<file path="src/rtl/lsu_bus_adapter.sv">
// ----------------------------------------------------------------------------
// lsu_bus_adapter
//
// Load/store front end between the multicycle core and the memory bus. One
// request is accepted at a time (only while idle). The adapter checks it for
// illegal funct3 and misalignment. It then drives a word-aligned bus access
// with byte enables and lane-replicated store data, and waits for bus_ack.
// It returns sign/zero-extended load data, or an error indication.
//
// Ports
//   clk, reset            rising-edge clock, asynchronous active-high reset
//   req_valid/req_ready   request handshake (ready only while idle)
//   req_write             1 = store, 0 = load
//   req_funct3            RV32I load/store funct3
//   req_addr, req_wdata   byte address and store data (rs2)
//   resp_valid            one-cycle response strobe
//   resp_rdata            extended load data (0 for stores and errors)
//   resp_misaligned       address not aligned to the access size
//   resp_fault            illegal funct3 or bus timeout
//   bus_addr              word address
//   bus_data_out          store data replicated across byte lanes
//   bus_byteen            byte-lane enables
//   bus_mem_read/_write   access strobes, held for the whole bus phase
//   bus_data_in, bus_ack  read data and completion from the bus
// ----------------------------------------------------------------------------
module lsu_bus_adapter #(
    parameter int WIDTH   = 32,
    parameter int TIMEOUT = 16
) (
    input  logic             clk,
    input  logic             reset,
    input  logic             req_valid,
    output logic             req_ready,
    input  logic             req_write,
    input  logic [2:0]       req_funct3,
    input  logic [WIDTH-1:0] req_addr,
    input  logic [WIDTH-1:0] req_wdata,
    output logic             resp_valid,
    output logic [WIDTH-1:0] resp_rdata,
    output logic             resp_misaligned,
    output logic             resp_fault,
    output logic [WIDTH-1:0] bus_addr,
    output logic [WIDTH-1:0] bus_data_out,
    output logic [3:0]       bus_byteen,
    output logic             bus_mem_read,
    output logic             bus_mem_write,
    input  logic [WIDTH-1:0] bus_data_in,
    input  logic             bus_ack
);

    typedef enum logic [1:0] {
        IDLE = 2'd0,
        BUS  = 2'd1,
        RESP = 2'd2
    } state_t;

    // Last BUS-state counter value before the access is abandoned.
    localparam logic [7:0] TO_LAST = 8'(TIMEOUT - 1);

    state_t           state_reg, state_next;
    logic             write_reg, write_next;
    logic [2:0]       funct3_reg, funct3_next;
    logic [1:0]       addr_lo_reg, addr_lo_next;
    logic [7:0]       cnt_reg, cnt_next;

    logic [WIDTH-1:0] bus_addr_reg, bus_addr_next;
    logic [WIDTH-1:0] bus_data_reg, bus_data_next;
    logic [3:0]       bus_byteen_reg, bus_byteen_next;
    logic             bus_rd_reg, bus_rd_next;
    logic             bus_wr_reg, bus_wr_next;

    logic             resp_valid_reg, resp_valid_next;
    logic [WIDTH-1:0] resp_rdata_reg, resp_rdata_next;
    logic             resp_mis_reg, resp_mis_next;
    logic             resp_fault_reg, resp_fault_next;

    // ------------------------------------------------------------------
    // Request decode (evaluated on the live request while idle)
    // ------------------------------------------------------------------
    logic [1:0]       req_size;
    logic             req_illegal;
    logic             req_misaligned;
    logic [3:0]       req_byteen;
    logic [WIDTH-1:0] req_lane_data;

    assign req_size = req_funct3[1:0];

    always_comb begin
        req_illegal = 1'b0;
        if (req_write) begin
            // Stores: only SB/SH/SW exist.
            req_illegal = req_funct3[2] | (req_funct3[1:0] == 2'b11);
        end else begin
            req_illegal = (req_funct3 == 3'b011) || (req_funct3 == 3'b110) ||
                          (req_funct3 == 3'b111);
        end
    end

    assign req_misaligned = ((req_size == 2'b01) && req_addr[0]) ||
                            ((req_size == 2'b10) && (req_addr[1:0] != 2'b00));

    always_comb begin
        req_byteen = 4'b1111;
        case (req_size)
            2'b00:   req_byteen = 4'b0001 << req_addr[1:0];
            2'b01:   req_byteen = 4'b0011 << req_addr[1:0];
            default: req_byteen = 4'b1111;
        endcase
    end

    // Store data replication: every lane carries the byte that would land
    // there for the given access size, so the bus can use byteen alone.
    genvar gi;
    generate
        for (gi = 0; gi < 4; gi++) begin : g_lane
            assign req_lane_data[8*gi +: 8] =
                (req_size == 2'b00) ? req_wdata[7:0] :
                (req_size == 2'b01) ? req_wdata[8*(gi%2) +: 8] :
                                      req_wdata[8*gi +: 8];
        end
    endgenerate

    // ------------------------------------------------------------------
    // Load extension from the live bus data, captured on bus_ack
    // ------------------------------------------------------------------
    logic [WIDTH-1:0] load_shifted;
    logic [WIDTH-1:0] load_ext;

    assign load_shifted = bus_data_in >> {addr_lo_reg, 3'b000};

    always_comb begin
        load_ext = load_shifted;
        case (funct3_reg)
            3'b000:  load_ext = {{24{load_shifted[7]}}, load_shifted[7:0]};
            3'b100:  load_ext = {24'd0, load_shifted[7:0]};
            3'b001:  load_ext = {{16{load_shifted[15]}}, load_shifted[15:0]};
            3'b101:  load_ext = {16'd0, load_shifted[15:0]};
            default: load_ext = load_shifted;
        endcase
    end

    // ------------------------------------------------------------------
    // State register
    // ------------------------------------------------------------------
    always_ff @(posedge clk or posedge reset) begin
        if (reset) begin
            state_reg      <= IDLE;
            write_reg      <= 1'b0;
            funct3_reg     <= 3'd0;
            addr_lo_reg    <= 2'd0;
            cnt_reg        <= 8'd0;
            bus_addr_reg   <= '0;
            bus_data_reg   <= '0;
            bus_byteen_reg <= 4'd0;
            bus_rd_reg     <= 1'b0;
            bus_wr_reg     <= 1'b0;
            resp_valid_reg <= 1'b0;
            resp_rdata_reg <= '0;
            resp_mis_reg   <= 1'b0;
            resp_fault_reg <= 1'b0;
        end else begin
            state_reg      <= state_next;
            write_reg      <= write_next;
            funct3_reg     <= funct3_next;
            addr_lo_reg    <= addr_lo_next;
            cnt_reg        <= cnt_next;
            bus_addr_reg   <= bus_addr_next;
            bus_data_reg   <= bus_data_next;
            bus_byteen_reg <= bus_byteen_next;
            bus_rd_reg     <= bus_rd_next;
            bus_wr_reg     <= bus_wr_next;
            resp_valid_reg <= resp_valid_next;
            resp_rdata_reg <= resp_rdata_next;
            resp_mis_reg   <= resp_mis_next;
            resp_fault_reg <= resp_fault_next;
        end
    end

    // ------------------------------------------------------------------
    // Next-state and registered-output logic
    // ------------------------------------------------------------------
    always_comb begin
        state_next      = state_reg;
        write_next      = write_reg;
        funct3_next     = funct3_reg;
        addr_lo_next    = addr_lo_reg;
        cnt_next        = cnt_reg;
        bus_addr_next   = bus_addr_reg;
        bus_data_next   = bus_data_reg;
        bus_byteen_next = bus_byteen_reg;
        bus_rd_next     = bus_rd_reg;
        bus_wr_next     = bus_wr_reg;
        resp_valid_next = resp_valid_reg;
        resp_rdata_next = resp_rdata_reg;
        resp_mis_next   = resp_mis_reg;
        resp_fault_next = resp_fault_reg;

        case (state_reg)
            IDLE: begin
                if (req_valid) begin
                    write_next   = req_write;
                    funct3_next  = req_funct3;
                    addr_lo_next = req_addr[1:0];
                    cnt_next     = 8'd0;
                    if (req_illegal) begin
                        // Fault wins over misalignment.
                        state_next      = RESP;
                        resp_valid_next = 1'b1;
                        resp_rdata_next = '0;
                        resp_fault_next = 1'b1;
                        resp_mis_next   = 1'b0;
                    end else if (req_misaligned) begin
                        state_next      = RESP;
                        resp_valid_next = 1'b1;
                        resp_rdata_next = '0;
                        resp_fault_next = 1'b0;
                        resp_mis_next   = 1'b1;
                    end else begin
                        state_next      = BUS;
                        bus_addr_next   = {req_addr[WIDTH-1:2], 2'b00};
                        bus_data_next   = req_lane_data;
                        bus_byteen_next = req_byteen;
                        bus_rd_next     = ~req_write;
                        bus_wr_next     = req_write;
                    end
                end
            end

            BUS: begin
                if (bus_ack || (cnt_reg == TO_LAST)) begin
                    state_next      = RESP;
                    bus_addr_next   = '0;
                    bus_data_next   = '0;
                    bus_byteen_next = 4'd0;
                    bus_rd_next     = 1'b0;
                    bus_wr_next     = 1'b0;
                    resp_valid_next = 1'b1;
                    resp_mis_next   = 1'b0;
                    if (bus_ack) begin
                        resp_fault_next = 1'b0;
                        resp_rdata_next = write_reg ? '0 : load_ext;
                    end else begin
                        resp_fault_next = 1'b1;
                        resp_rdata_next = '0;
                    end
                end else begin
                    cnt_next = cnt_reg + 8'd1;
                end
            end

            RESP: begin
                state_next      = IDLE;
                resp_valid_next = 1'b0;
                resp_rdata_next = '0;
                resp_mis_next   = 1'b0;
                resp_fault_next = 1'b0;
            end

            default: begin
                state_next      = IDLE;
                bus_addr_next   = '0;
                bus_data_next   = '0;
                bus_byteen_next = 4'd0;
                bus_rd_next     = 1'b0;
                bus_wr_next     = 1'b0;
                resp_valid_next = 1'b0;
                resp_rdata_next = '0;
                resp_mis_next   = 1'b0;
                resp_fault_next = 1'b0;
            end
        endcase
    end

    assign req_ready       = (state_reg == IDLE);
    assign resp_valid      = resp_valid_reg;
    assign resp_rdata      = resp_rdata_reg;
    assign resp_misaligned = resp_mis_reg;
    assign resp_fault      = resp_fault_reg;
    assign bus_addr        = bus_addr_reg;
    assign bus_data_out    = bus_data_reg;
    assign bus_byteen      = bus_byteen_reg;
    assign bus_mem_read    = bus_rd_reg;
    assign bus_mem_write   = bus_wr_reg;

endmodule

</file>
<file path="config.mk">
export PLATFORM = sky130hd
export DESIGN_NAME = lsu_bus_adapter
export DESIGN_NICKNAME = d
export VERILOG_FILES = /design/src/rtl/lsu_bus_adapter.sv
export SDC_FILE = /design/constraint.sdc
export NUM_CORES = 1
export LEC_CHECK = 0
export CAP_MARGIN = 25
export CORE_MARGIN = 2
export CORE_UTILIZATION = 50
export CTS_BUF_LIST = sky130_fd_sc_hd__clkbuf_2
export CTS_CLUSTER_DIAMETER = 50
export DETAILED_ROUTE_END_ITERATION = 8
export PLACE_DENSITY = 0.89
export RECOVER_POWER = 50
export SLEW_MARGIN = 0
export SYNTH_ARGS = -nofsm -noshare
export SYNTH_HDL_FRONTEND = slang
export SYNTH_SLANG_ARGS = --single-unit
</file>
<file path="constraint.sdc">
create_clock -name clk -period 13.1 [get_ports clk]
set_clock_uncertainty 0.15 [all_clocks]
set_input_delay 3.275 -clock clk [delete_from_list [all_inputs] [get_ports clk]]
set_output_delay 3.275 -clock clk [all_outputs]
set_load 0.005 [all_outputs]
</file>
# Word level (Yosys, flattened, before mapping)
# Index checks and enable logic that the tools add are counted.
[word_totals]
register_bits = 121
input_bits = 104
out_inout_bits = 106
wordCells = 115
[op_classes]
n_addsub = 1
n_eq_ne = 18
n_shift = 3
n_mux = 60
bitwise = 3
n_reduce_logical = 16
[op_table]
columns = ["cell", "count"]
rows = [
  ["2-to-1 mux 32 bit", 13],
  ["case mux 32 bit (3 select lines)", 2],
  ["case mux 32 bit (4 select lines)", 1],
  ["case mux 32 bit (2 select lines)", 1],
  ["2-to-1 mux 8 bit", 7],
  ["right shift 32 x 5 -> 32 bit", 1],
  ["2-to-1 mux 1 bit", 19],
  ["2-to-1 mux 4 bit", 4],
  ["case mux 8 bit (2 select lines)", 1],
  ["== test 3 bit (second input constant)", 4],
  ["case mux 4 bit (3 select lines)", 1],
  ["!= test 2 bit (second input constant)", 5],
  ["adder 8 x 1 -> 8 bit (second input constant)", 1],
  ["== test 8 x 4 -> 1 bit (second input constant)", 1],
  ["2-to-1 mux 2 bit", 4],
  ["case mux 4 bit (2 select lines)", 1],
  ["== test 2 bit (second input constant)", 3],
  ["case mux 1 bit (2 select lines)", 3],
  ["case mux 1 bit (3 select lines)", 2],
  ["AND reduction 3 bit", 2],
  ["AND reduction 5 bit", 1],
  ["== test 2 x 1 -> 1 bit (second input constant)", 2],
  ["zero test 2 bit", 2],
  ["logical OR 1 bit", 4],
  ["12 further kinds", 16],
]

# Depth between registers and ports, before layout
[logic_depth]
ltp_word = 7
depth_mapped = 9
mapped_depth_nobuf = 5

# Least setup slack after synthesis
# Ideal clock, no wire load.
[synth_path]
kind = "input -> register"
startpoint = "input req_funct3[1]"
endpoint = "register bus_addr_reg[2] (netlist: bus_addr[2])"
setup_ps = 121
t_arrival_ps = 4589
required_time_ps = 12829
path_slack_ps = 8240
stages = 7
n_path_buf = 3
cell_sequence = "clkbuf_1 > nor2b_1 > a221oi_2 > o221ai_4 > buf_8 > buf_8 > a22o_1"
[synth_via]
elab_chain_cells = 6
word_cells_on_any_way = 16
cone_classes = "eq/ne (8); mux (1); bitwise (1); reduce/logical (6)"
[synth_rtl]
columns = ["item", "line_no", "source"]
rows = [
  ["start: declaration", "35", "input logic [2:0] req_funct3,"],
  ["== test 3 x 2 -> 1 bit / == test 3 bit (equally long branches)", "94", "req_illegal = (req_funct3 == 3'b011) || (req_funct3 == 3'b110) ||"],
  ["logical OR 1 bit (2 in a row)", "94", ""],
  ["2-to-1 mux 1 bit", "90", "if (req_write) begin"],
  ["!= test 2 bit (no source line)", "-", ""],
  ["AND reduction 5 bit (no source line) *", "-", ""],
  ["end signal: assignment", "167", "bus_addr_reg <= bus_addr_next;"],
  ["end: declaration", "66", "logic [WIDTH-1:0] bus_addr_reg, bus_addr_next;"],
]
# Every way passes the cells marked *; elsewhere a longest branch is shown, timed or not.
# A chain may end at the register's enable or synchronous reset.

==> impl_metrics.toml <==
[power]
cell_internal_pwr_mw = 0.877
seq_power_share_pct = 40.8
switching_fraction_pct = 31.8
total_leakage_power_nw = 3.57
power_frac_comb_pct = 35.5
pwr_density_cell_nw_per_um2 = 161
clkPwrFrac_pct = 23.7
vdd_drop_max_uv = 98.5
power.switching_mw = 0.410

[clock_network]
cts.root.buffer_cell = "clkbuf_2"
clock_tree.htree_level_count = 4
number_of_buffers_created_by_cts = 17
postCtsSetupBuffers = 0
holdBufCountCts = 0
number_of_clock_sinks_seen_by_cts = 119
clk_path_buf_depth = 2
worst_setup_hold_path_clk_slew_ps = 150
tritoncts = "done"
cts_resized = 0
clk-insertion-delay-late_ps = 670

[route]
drt_first_pass_iters = 5
route.final.wire_length_um = 15900
detail-route-antenna-nets = 0
drt-wirelength-per-cell_um = 19.7
route.detailed.vias_per_inst = 5.82
num_vias = 4718
post-route-drc-count = 0
initialDrtViolationCount = 299

[timing]
fin_ws_ps = 5090
grt_setup_unrepaired = "no"
final_period_minus_worst_setup_slack_ps = 8010
post-route-period-util_pct = 61.1
finalMaxSlewViolations = 122
fin_worst_hold_slack_ps = 362
fin_setup_tns_ps = 0
max_freq_ghz = 0.125
setup_violations = 0
slew-limit-headroom_pct = -155
final-hold-violation-count = 0
worst_slew_pin_slew_ps = 3820

[place]
gpl.final_weighted_congestion = 0.853
placed_cells_incl_taps = 777
hpwl_um = 11200
port-buffer-count = 207
pre_cts_slack_ps = 6850

[final_layout]
post_layout_nonfiller_instances = 810
nNetsFinal = 761
fill_cells = 744
share_of_post_route_cells_with_drive_strength_above_1_pct = 10.2
area_delta_synth_final_pct = 42.1

[outcome]
violated_checks = "max-capacitance violations, max-slew violations"
run_status = "finished with violations"

[synth]
number_of_flops_mapped_to_enable_cells_by_yosys = 0
post_synthesis_instance_area_um2 = 5620
top_cells_by_area_synth = "dfrtp_1, a22o_1, mux2i_1, o2bb2ai_1, a221o_1"
post-synth-top-area-fraction_pct = 53.0
synthesis.instances = 464
synthesized_flop_and_latch_total = 119
synth_area_leader = "dfrtp_1"
synth_flop_cell = "dfrtp_1"
netlist-cell-type-count = 50
share_of_flip_flops_with_an_asynchronous_set_or_reset_pct = 100
synth_warnings = 0
post_synth.cell_area_avg_um2 = 12.1
ys_seq_area_share_pct = 53.0

[critical_path]
end_kind = "asynchronous set/reset pin"
arrival_ps = 7780
worst_path_dominant_cell_family = "buffers and inverters"
critPathLaunchType = "input pin"
setup.reg_to_reg.worst_slack_ps = 10430
cp_cell_sequence = "dlygate4sd3_1, clkinvlp_2, clkbuf_1"
critPathBufInv = 3
cp_data_required_time_ps = 12870
critical-path-max-stage-delay_ps = 2770
timing.setup.critical_path_class = "input pin to asynchronous set/reset pin"
path_max_fanout = 73
crit_path_top_delay_cell = "clkbuf_1"

[global_route]
grt_antenna_before_repair = 0
grt_start_max_net_pins = 74
first_pass_grt_wire_length_um = 24500
first_global_vias = 4842
grt_overflow_total = 0
global_route.usage.total_pct = 26.8

[job]
maxCapViolCount = 2

[die]
number_of_rows_in_the_core_area = 38
floorplan.core_area_um2 = 10900
initial_utilization_pct = 51.6
fp.dieH_um = 110
ioPinCount = 210
die_area_um2 = 12100
die_width_um = 110

[min_path]
worst_hold_path_type = "flop to flop"
==> per-layer routing <==
layer  vias up  share of wire, %  track usage [%]  wire (um)
met4         0               1.4             6.96        218
met2       227                49             43.0       7880
li1       2135                 -                -          -
met3        25               9.0             10.3       1440
met1      2331                40             34.3       6400
met5         -                 0                0          0
==> power groups by stage <==
| stage | Sequential [mW] | Combinational, mW | Clock [mW] |
|---|---|---|---|
| 2_1_floorplan | 0.512 | 0.244 | 0 |
| 3_3_place_gp | 0.527 | 0.451 | 0 |
| 3_5_place_dp | 0.526 | 0.468 | 0 |
| 4_1_cts | 0.526 | 0.469 | 0.307 |
| 5_1_grt | 0.536 | 0.490 | 0.328 |
| 6_report | 0.525 | 0.456 | 0.305 |
==> cells by family after synthesis <==
kind of cell / Yosys count / share of synthesized area [%]
AOI/OAI and AO/OA: 160 / 24.3
xor gates and xnor gates: 6 / 0.935
adders and majority gates: 1 / 0.222
buffers and inverters: 53 / 5.41
DFF: 119 / 53.0
muxes: 53 / 9.90
other: 1 / 0.0667
and+or+nand+nor: 71 / 6.23
==> through the flow <==
stage / utilization (%) / power (mW) / instance area [um2]
global route: 73.4 / 1.35 / 7990
global placement: 70.4 / 0.978 / 7660
CTS: 73.4 / 1.30 / 8000
detailed placement: 70.5 / 0.994 / 7670
finish: 73.4 / 1.29 / 7990
floorplan: - / 0.757 / 5630
==> cells in the mapped netlist (2+ instances only) <==
library cell and number:
nor2_1 18, o2bb2ai_1 30, inv_1 12, buf_8 3, a22o_1 51, mux2i_1 41, nor3b_1 3, xor2_1 2
xnor2_1 4, a21oi_1 20, o21ai_0 16, nor2b_1 3, o2bb2ai_2 10, nand3_1 3, buf_4 10, o21a_1 2
and2_1 2, mux2_2 11, clkbuf_1 10, or3b_1 2, nand2_1 26, nor3_1 2, a21o_1 2, buf_2 15
a221o_1 17, buf_6 2, nand4_1 2, o22ai_1 2, nor4_1 2, dfrtp_1 119, or2_2 3
==> final timing paths <==
path | cells past startpoint | end | start
max | 3 | bus_addr[16] | reset
min | 1 | resp_rdata[5] | resp_rdata[5]
max reg2reg | 5 | bus_addr[15] | state_reg[0]
min reg2reg | 1 | resp_rdata[5] | resp_rdata[5]
max in group clk | 6 | bus_mem_read | req_funct3[0]
min in group asynchronous | 2 | resp_rdata[0] | reset
==> cell usage in the layout (no fill, tap or decap), types with 4 or more instances in the layout <==
| cell type | n |
|---|---|
| o21ai_0 | 16 |
| o2bb2ai_1 | 30 |
| dlygate4sd3_1 | 38 |
| a22o_1 | 51 |
| mux2_2 | 11 |
| buf_4 | 4 |
| clkdlybuf4s50_1 | 169 |
| xnor2_1 | 4 |
| mux2i_1 | 41 |
| a21oi_1 | 20 |
| nor2_1 | 18 |
| nand2_1 | 26 |
| inv_1 | 11 |
| bufinv_16 | 6 |
| dfrtp_1 | 119 |
| o2bb2ai_2 | 10 |
| a221o_1 | 17 |
| clkbuf_2 | 18 |
==> area by class of cell <==
type / instances / area [um2] / share of cell area [%]
clock inverter: 14 / 230 / 2.88
multi-input combinational: 293 / 2350 / 29.4
inverter: 12 / 46.3 / 0.579
tap: 140 / 175 / 2.19
antenna: 1 / 2.50 / 0.0313
sequential: 119 / 2980 / 37.3
timing repair buffer: 213 / 2120 / 26.5
clock buffer: 18 / 90.1 / 1.13
Power figures use the tool's default switching activity.
